File: src/rtl/sort_pkg.sv
// Shared types and constants for the sort engine stream adapter.
package sort_pkg;

  localparam int unsigned WIDTH = 8;
  localparam int unsigned DEPTH = 8;
  localparam int unsigned AW    = $clog2(DEPTH);

  typedef logic [WIDTH-1:0] data_t;
  typedef logic [AW-1:0]    addr_t;

  typedef enum logic [2:0] {
    LOAD,
    START,
    WAIT,
    UNLOAD
  } adapter_state_t;

  localparam addr_t LAST_IDX = addr_t'(DEPTH - 1);

endpackage

File: src/rtl/sort_stream_adapter_if.sv
// Valid/ready input and output byte streams of the sort adapter.
interface sort_stream_adapter_if;

  logic            in_valid;
  logic            in_ready;
  sort_pkg::data_t in_data;
  logic            out_valid;
  logic            out_ready;
  sort_pkg::data_t out_data;
  logic            out_last;

  modport slave (
    input  in_valid, in_data, out_ready,
    output in_ready, out_valid, out_data, out_last
  );

  modport master (
    output in_valid, in_data, out_ready,
    input  in_ready, out_valid, out_data, out_last
  );

endinterface

File: src/rtl/sort_out_reg.sv
// Output holding register: captures the sorter's registered read data one
// cycle after a read is issued and holds it until the downstream accepts.
module sort_out_reg
  import sort_pkg::*;
(
  input  logic  clk,
  input  logic  nrst,
  input  logic  i_issue,
  input  logic  i_issue_last,
  input  data_t i_rd_data,
  input  logic  i_out_ready,
  output logic  o_valid,
  output logic  o_last,
  output data_t o_data,
  output logic  o_can_issue_c
);

  logic  r_rd_pend;
  logic  r_pend_last;
  logic  r_valid;
  logic  r_last;
  data_t r_data;

  // A new read may go out only when nothing is in flight and the holding slot frees up this cycle.
  assign o_can_issue_c = !r_rd_pend && (!r_valid || i_out_ready);

  always_ff @(posedge clk or negedge nrst) begin
    if (!nrst) begin
      r_rd_pend   <= 1'b0;
      r_pend_last <= 1'b0;
      r_valid     <= 1'b0;
      r_last      <= 1'b0;
      r_data      <= '0;
    end else begin
      r_rd_pend <= i_issue;
      if (i_issue) begin
        r_pend_last <= i_issue_last;
      end
      if (r_rd_pend) begin
        r_valid <= 1'b1;
        r_last  <= r_pend_last;
        r_data  <= i_rd_data;
      end else if (r_valid && i_out_ready) begin
        r_valid <= 1'b0;
        r_last  <= 1'b0;
      end
    end
  end

  assign o_valid = r_valid;
  assign o_last  = r_last;
  assign o_data  = r_data;

endmodule

File: src/rtl/sort_stream_adapter.sv
// Streams an 8-byte frame into the selection-sort engine, starts it, and
// streams the sorted bytes back out lowest address first.
module sort_stream_adapter
  import sort_pkg::*;
(
  input  logic                  clk,
  input  logic                  nrst,
  sort_stream_adapter_if.slave  io_bus,
  output logic                  o_busy,
  output data_t                 o_srt_datain_c,
  output addr_t                 o_srt_addr_c,
  output logic                  o_srt_wr_c,
  output logic                  o_srt_start_c,
  input  logic                  i_srt_ready,
  input  data_t                 i_srt_dataout
);

  adapter_state_t r_state, w_nxt_state;
  addr_t          r_cnt, w_nxt_cnt;
  logic           r_seen_busy, w_nxt_seen_busy;
  logic           r_rd_done, w_nxt_rd_done;
  logic           r_in_ready;
  logic           r_busy;

  logic w_wr;
  logic w_start;
  logic w_issue;
  logic w_can_issue;
  logic w_out_valid;
  logic w_out_last;

  // State and counters.
  always_ff @(posedge clk or negedge nrst) begin
    if (!nrst) begin
      r_state     <= LOAD;
      r_cnt       <= '0;
      r_seen_busy <= 1'b0;
      r_rd_done   <= 1'b0;
      r_in_ready  <= 1'b1;
      r_busy      <= 1'b0;
    end else begin
      r_state     <= w_nxt_state;
      r_cnt       <= w_nxt_cnt;
      r_seen_busy <= w_nxt_seen_busy;
      r_rd_done   <= w_nxt_rd_done;
      r_in_ready  <= (w_nxt_state == LOAD);
      r_busy      <= (w_nxt_state != LOAD);
    end
  end

  // Next-state and sorter host-port strobes.
  always_comb begin
    w_nxt_state     = r_state;
    w_nxt_cnt       = r_cnt;
    w_nxt_seen_busy = r_seen_busy;
    w_nxt_rd_done   = r_rd_done;
    w_wr            = 1'b0;
    w_start         = 1'b0;
    w_issue         = 1'b0;
    case (r_state)
      LOAD: begin
        if (io_bus.in_valid && r_in_ready) begin
          w_wr      = 1'b1;
          w_nxt_cnt = r_cnt + AW'(1);
          if (r_cnt == LAST_IDX) begin
            w_nxt_state = START;
            w_nxt_cnt   = '0;
          end
        end
      end
      START: begin
        if (i_srt_ready) begin
          w_start     = 1'b1;
          w_nxt_state = WAIT;
        end
      end
      WAIT: begin
        // Ready left over from before the start is ignored until busy has been seen.
        if (r_seen_busy && i_srt_ready) begin
          w_nxt_state     = UNLOAD;
          w_nxt_seen_busy = 1'b0;
        end else if (!i_srt_ready) begin
          w_nxt_seen_busy = 1'b1;
        end
      end
      UNLOAD: begin
        if (w_can_issue && !r_rd_done) begin
          w_issue   = 1'b1;
          w_nxt_cnt = r_cnt + AW'(1);
          if (r_cnt == LAST_IDX) begin
            w_nxt_rd_done = 1'b1;
          end
        end
        if (w_out_valid && w_out_last && io_bus.out_ready) begin
          w_nxt_state   = LOAD;
          w_nxt_cnt     = '0;
          w_nxt_rd_done = 1'b0;
        end
      end
      default: begin
        w_nxt_state = LOAD;
      end
    endcase
  end

  sort_out_reg u_out_reg (
    .clk           (clk),
    .nrst          (nrst),
    .i_issue       (w_issue),
    .i_issue_last  (r_cnt == LAST_IDX),
    .i_rd_data     (i_srt_dataout),
    .i_out_ready   (io_bus.out_ready),
    .o_valid       (w_out_valid),
    .o_last        (w_out_last),
    .o_data        (io_bus.out_data),
    .o_can_issue_c (w_can_issue)
  );

  assign io_bus.in_ready  = r_in_ready;
  assign io_bus.out_valid = w_out_valid;
  assign io_bus.out_last  = w_out_last;
  assign o_busy           = r_busy;

  assign o_srt_wr_c     = w_wr;
  assign o_srt_start_c  = w_start;
  assign o_srt_datain_c = w_wr ? io_bus.in_data : '0;
  assign o_srt_addr_c   = (r_state == LOAD || r_state == UNLOAD) ? r_cnt : '0;

endmodule

File: src/flat_wrapper.sv
// flat-port wrapper written by rule: the top's interface ports become plain ports
module sort_stream_adapter_flat import sort_pkg::*;
  (clk, nrst, o_busy, o_srt_datain_c, o_srt_addr_c, o_srt_wr_c, o_srt_start_c, i_srt_ready, i_srt_dataout, io_bus_in_valid, io_bus_in_data, io_bus_out_ready, io_bus_in_ready, io_bus_out_valid, io_bus_out_data, io_bus_out_last);
  sort_stream_adapter_if io_bus_i ();
  input  logic clk;
  input  logic nrst;
  output logic o_busy;
  output data_t o_srt_datain_c;
  output addr_t o_srt_addr_c;
  output logic o_srt_wr_c;
  output logic o_srt_start_c;
  input  logic i_srt_ready;
  input  data_t i_srt_dataout;
  input wire logic [$bits(io_bus_i.in_valid)-1:0] io_bus_in_valid;
  input wire logic [$bits(io_bus_i.in_data)-1:0] io_bus_in_data;
  input wire logic [$bits(io_bus_i.out_ready)-1:0] io_bus_out_ready;
  output wire logic [$bits(io_bus_i.in_ready)-1:0] io_bus_in_ready;
  output wire logic [$bits(io_bus_i.out_valid)-1:0] io_bus_out_valid;
  output wire logic [$bits(io_bus_i.out_data)-1:0] io_bus_out_data;
  output wire logic [$bits(io_bus_i.out_last)-1:0] io_bus_out_last;
  assign io_bus_i.in_valid = io_bus_in_valid;
  assign io_bus_i.in_data = io_bus_in_data;
  assign io_bus_i.out_ready = io_bus_out_ready;
  assign io_bus_in_ready = io_bus_i.in_ready;
  assign io_bus_out_valid = io_bus_i.out_valid;
  assign io_bus_out_data = io_bus_i.out_data;
  assign io_bus_out_last = io_bus_i.out_last;
  sort_stream_adapter u_core (.clk(clk), .nrst(nrst), .io_bus(io_bus_i), .o_busy(o_busy), .o_srt_datain_c(o_srt_datain_c), .o_srt_addr_c(o_srt_addr_c), .o_srt_wr_c(o_srt_wr_c), .o_srt_start_c(o_srt_start_c), .i_srt_ready(i_srt_ready), .i_srt_dataout(i_srt_dataout));
endmodule
File: config.mk
export PLATFORM = sky130hd
export DESIGN_NAME = sort_stream_adapter_flat
export DESIGN_NICKNAME = d
export VERILOG_FILES = /design/src/rtl/sort_pkg.sv /design/src/rtl/sort_stream_adapter_if.sv /design/src/rtl/sort_out_reg.sv /design/src/rtl/sort_stream_adapter.sv /design/src/flat_wrapper.sv
export SDC_FILE = /design/constraint.sdc
export NUM_CORES = 1
export LEC_CHECK = 0
export ABC_AREA = 1
export ABC_CLOCK_PERIOD_IN_PS = 2680
export CORE_AREA = 5 5 64 52
export DETAILED_ROUTE_END_ITERATION = 16
export DIE_AREA = 0 0 69 57
export MAX_ROUTING_LAYER = met4
export PLACE_DENSITY = 0.82
export RECOVER_POWER = 100
export SLEW_MARGIN = 20
export SYNTH_ARGS = -nofsm -noshare
export SYNTH_HDL_FRONTEND = slang
export SYNTH_SLANG_ARGS = --single-unit
File: constraint.sdc
create_clock -name clk -period 2.68 [get_ports clk]
set_input_delay 0.536 -clock clk [delete_from_list [all_inputs] [get_ports clk]]
set_output_delay 0.536 -clock clk [all_outputs]
set_load 0.02 [all_outputs]
==> run summary, run 1 <==
- **status** complete, no violations
- **weighted congestion reported at the end of routability-driven placement** 0.834
- **violation count after the first detailed-route iteration** 77
- **smallest hold slack** 0.480 ns
- **wire length reported by the detailed router** 2.68 mm
- **Clock Skews** 0.00691 ns
- **root buffer cell** sky130_fd_sc_hd__clkbuf_4
- **setup repair after global routing missed its margin** false
- **wire length of the first global-routing pass** 4.68 mm
- **reported max-cap violation count** 0
- **number of distinct library cell variants in the gate-level netlist after synthesis** 20
- **# setup viols final** 0
- **H-tree Lvls** 1
- **sequential area share after synthesis** 0.486
- **sink count of the clock tree** 22
- **sum of net half-perimeters after detailed placement** 2.24 mm
- **Data required, critical path** 2.14 ns
- **count of input and output buffers** 45
- **kind of start point of the critical path** input pin
- **clk buf depth** 2
- **Die Ht** 57 um
- **vias in the first global route** 1049
- **clock tree from TritonCTS** yes
- **post-DR wirelength/cell** 11.6 um
- **Antenna Nets Post-Route** 0
- **Pre-Repair DR Iteration Count** 4
- **Ports** 46
- **total negative slack for setup checks** 0 ns
- **number of hold buffers added after cts** 0
- **leading cell types in the layout, fill and taps excluded** sky130_fd_sc_hd__nand2_1 (49), sky130_fd_sc_hd__dlygate4sd3_1 (25), sky130_fd_sc_hd__inv_1 (21), sky130_fd_sc_hd__dfrtp_1 (21), sky130_fd_sc_hd__clkdlybuf4s50_1 (20)
- **post-synthesis area per instance** 7.83 um^2
- **number of warning messages in the yosys log** 0
- **critical path fanouts, max** 9
- **post-route fraction of the period consumed by the critical path** 0.965
- **largest voltage drop on the vdd net** 0.406 mV
- **Core Region** 2720 um^2
- **number of fill cells** 257
- **via count** 1060
- **Area growth, synth to finish** 44.1%
- **antenna violations before repair** 0
- **transition time at the pin with the least slew margin** 1.14 ns
- **total routing resource utilization after global routing** 0.154
- **number of buffers inserted by post-CTS setup repair** 0
- **largest net degree at the start of global routing** 23
- **synthesized instance count** 145
- **multi-input gate area in the final layout** 462 um^2
- **total design power** 0.849 mW
- **final non-filler cell total** 231
- **min-delay worst type** flip-flop to flip-flop
- **worst slew slack as a fraction of its limit** 0.242
- **arrival time worst endpoint** 2.05 ns
- **sort of element at the end of the critical path** primary output
- **DRC violation count after routing** 0
- **DIE AREA** 3930 um^2
- **clock slew at the register clock pins of the worst setup and hold paths** 0.11 ns
- **total gr overflow** 0
- **pwr dens** 519 nW/um^2
- **critical path type** input pin to primary output
- **synthesis-stage register bit count** 22
- **post-cts gate resize count** 0
- **minimum clock period** 2.59 ns
- **net count reported at finish** 217
- **row count** 17
- **number of failing hold endpoints at the final stage** 0
- **Synth Net Count** 168
- **proportion of layout cells with a drive suffix above 1** 0.0725
- **routed vias/inst** 4.59
- **number of antenna diodes** 0
- **clock buffers created by TritonCTS** 3
- **area used by sequential logic in the layout** 552 um^2
- **starting utilization of the core area** 0.417
- **count of pins over their slew limit** 0
- **f_max** 0.387 GHz
- **horizontal extent of the die** 69 um
- **number of placed instances, taps included** 227
- **commonest non-fill, non-tap cell in the layout** sky130_fd_sc_hd__nand2_1
- **combined area of all synthesized cells** 1130 um^2
- **Leakage** 0.834 nW
- **clock latency on the worst-skew pair** 0.31 ns
report_power, final:
group | switching (mW) | internal, mW
clock network | 0.0955 | 0.0581
logic | 0.156 | 0.133
registers | 0.0319 | 0.375
synthesized netlist by cell type (all sizes together):
library cell  number  share of area
nor2              20          0.090
nand3             15          0.079
a21boi             1         0.0066
nand2             50           0.17
inv               25          0.083
buf                2         0.0088
conb               1         0.0033
ha                 2          0.022
nand4              2          0.024
dfstp              1          0.023
mux2i              1         0.0088
o21ai              4          0.018
dfrtp             21           0.46
stage by stage:
step	area, um^2	worst slack [ns]	util
2_1_floorplan	1130	1.06	-
3_3_place_gp	1630	0.194	0.599
3_5_place_dp	1630	0.162	0.599
4_1_cts	1660	0.141	0.608
5_1_grt	1640	0.0285	0.601
6_report	1640	0.0947	0.601
cells by family after synthesis:
logic type	count (synthesis)	synth area share
compound gates	5	0.0243
fa+ha+maj	2	0.0220
buf+inv	27	0.0915
flops	22	0.486
mux	1	0.00882
other cells	1	0.00330
simple gates	87	0.364
critical path, stage by stage:
cell and delay, ns:
sky130_fd_sc_hd__clkdlybuf4s50_1 0.53, sky130_fd_sc_hd__nand4_4 0.17, sky130_fd_sc_hd__nor2_1 0.12, sky130_fd_sc_hd__dlygate4sd3_1 0.69
flip-flops by register name, summed over array words and instances, names as in the netlist:
signal	count
u_core.r_seen_busy	1
u_core.u_out_reg.o_data	8
u_core.io_bus.in_ready	1
u_core.u_out_reg.o_valid	1
u_core.r_cnt	3
u_core.o_busy	1
u_core.u_out_reg.o_last	1
u_core.r_rd_done	1
u_core.u_out_reg.r_rd_pend	1
u_core.r_state	3
u_core.u_out_reg.r_pend_last	1
layout make-up:
class                      count  area share
tap                           38      0.0291
timing repair buffer          46       0.278
inverter                      25      0.0574
sequential                    22       0.337
clock buffer                   4      0.0161
multi-input combinational     96       0.282
metal layers:
| layer | track usage | vias up | wire [um] |
|---|---|---|---|
| li1 | - | 539 | - |
| met1 | 0.168 | 491 | 1130 |
| met2 | 0.260 | 22 | 1390 |
| met3 | 0.0511 | 8 | 97 |
| met4 | 0.0696 | 0 | 71 |
| met5 | - | - | 0 |
path summary, 6_finish.rpt:
check                                            from                          to  slack, ns  cells past startpoint
hold reg to reg            u_core.u_out_reg.o_data[3]  u_core.u_out_reg.o_data[3]       0.48                      2
min in group asynchronous                        nrst             u_core.r_cnt[0]       0.95                      2
max in group asynchronous                        nrst  u_core.u_out_reg.o_data[1]       1.05                      2
setup reg to reg           u_core.u_out_reg.r_rd_pend            u_core.r_rd_done       1.19                      5
setup / recovery                      io_bus_in_valid           o_srt_datain_c[5]       0.09                      4
hold / removal             u_core.u_out_reg.o_data[3]  u_core.u_out_reg.o_data[3]       0.48                      2
No activity file was read; power rests on OpenSTA's default activity.
==> inputs of run 2 (changes only) <==
- GPL_ROUTABILITY_DRIVEN: default -> 0
==> results of run 2 <==
Final layout, timing and power as in run 1 (identical DEF).
==> inputs of run 3 (changes only) <==
- SKIP_CTS_REPAIR_TIMING: default -> 1
==> results of run 3 <==
Final layout, timing and power as in run 1 (identical DEF).
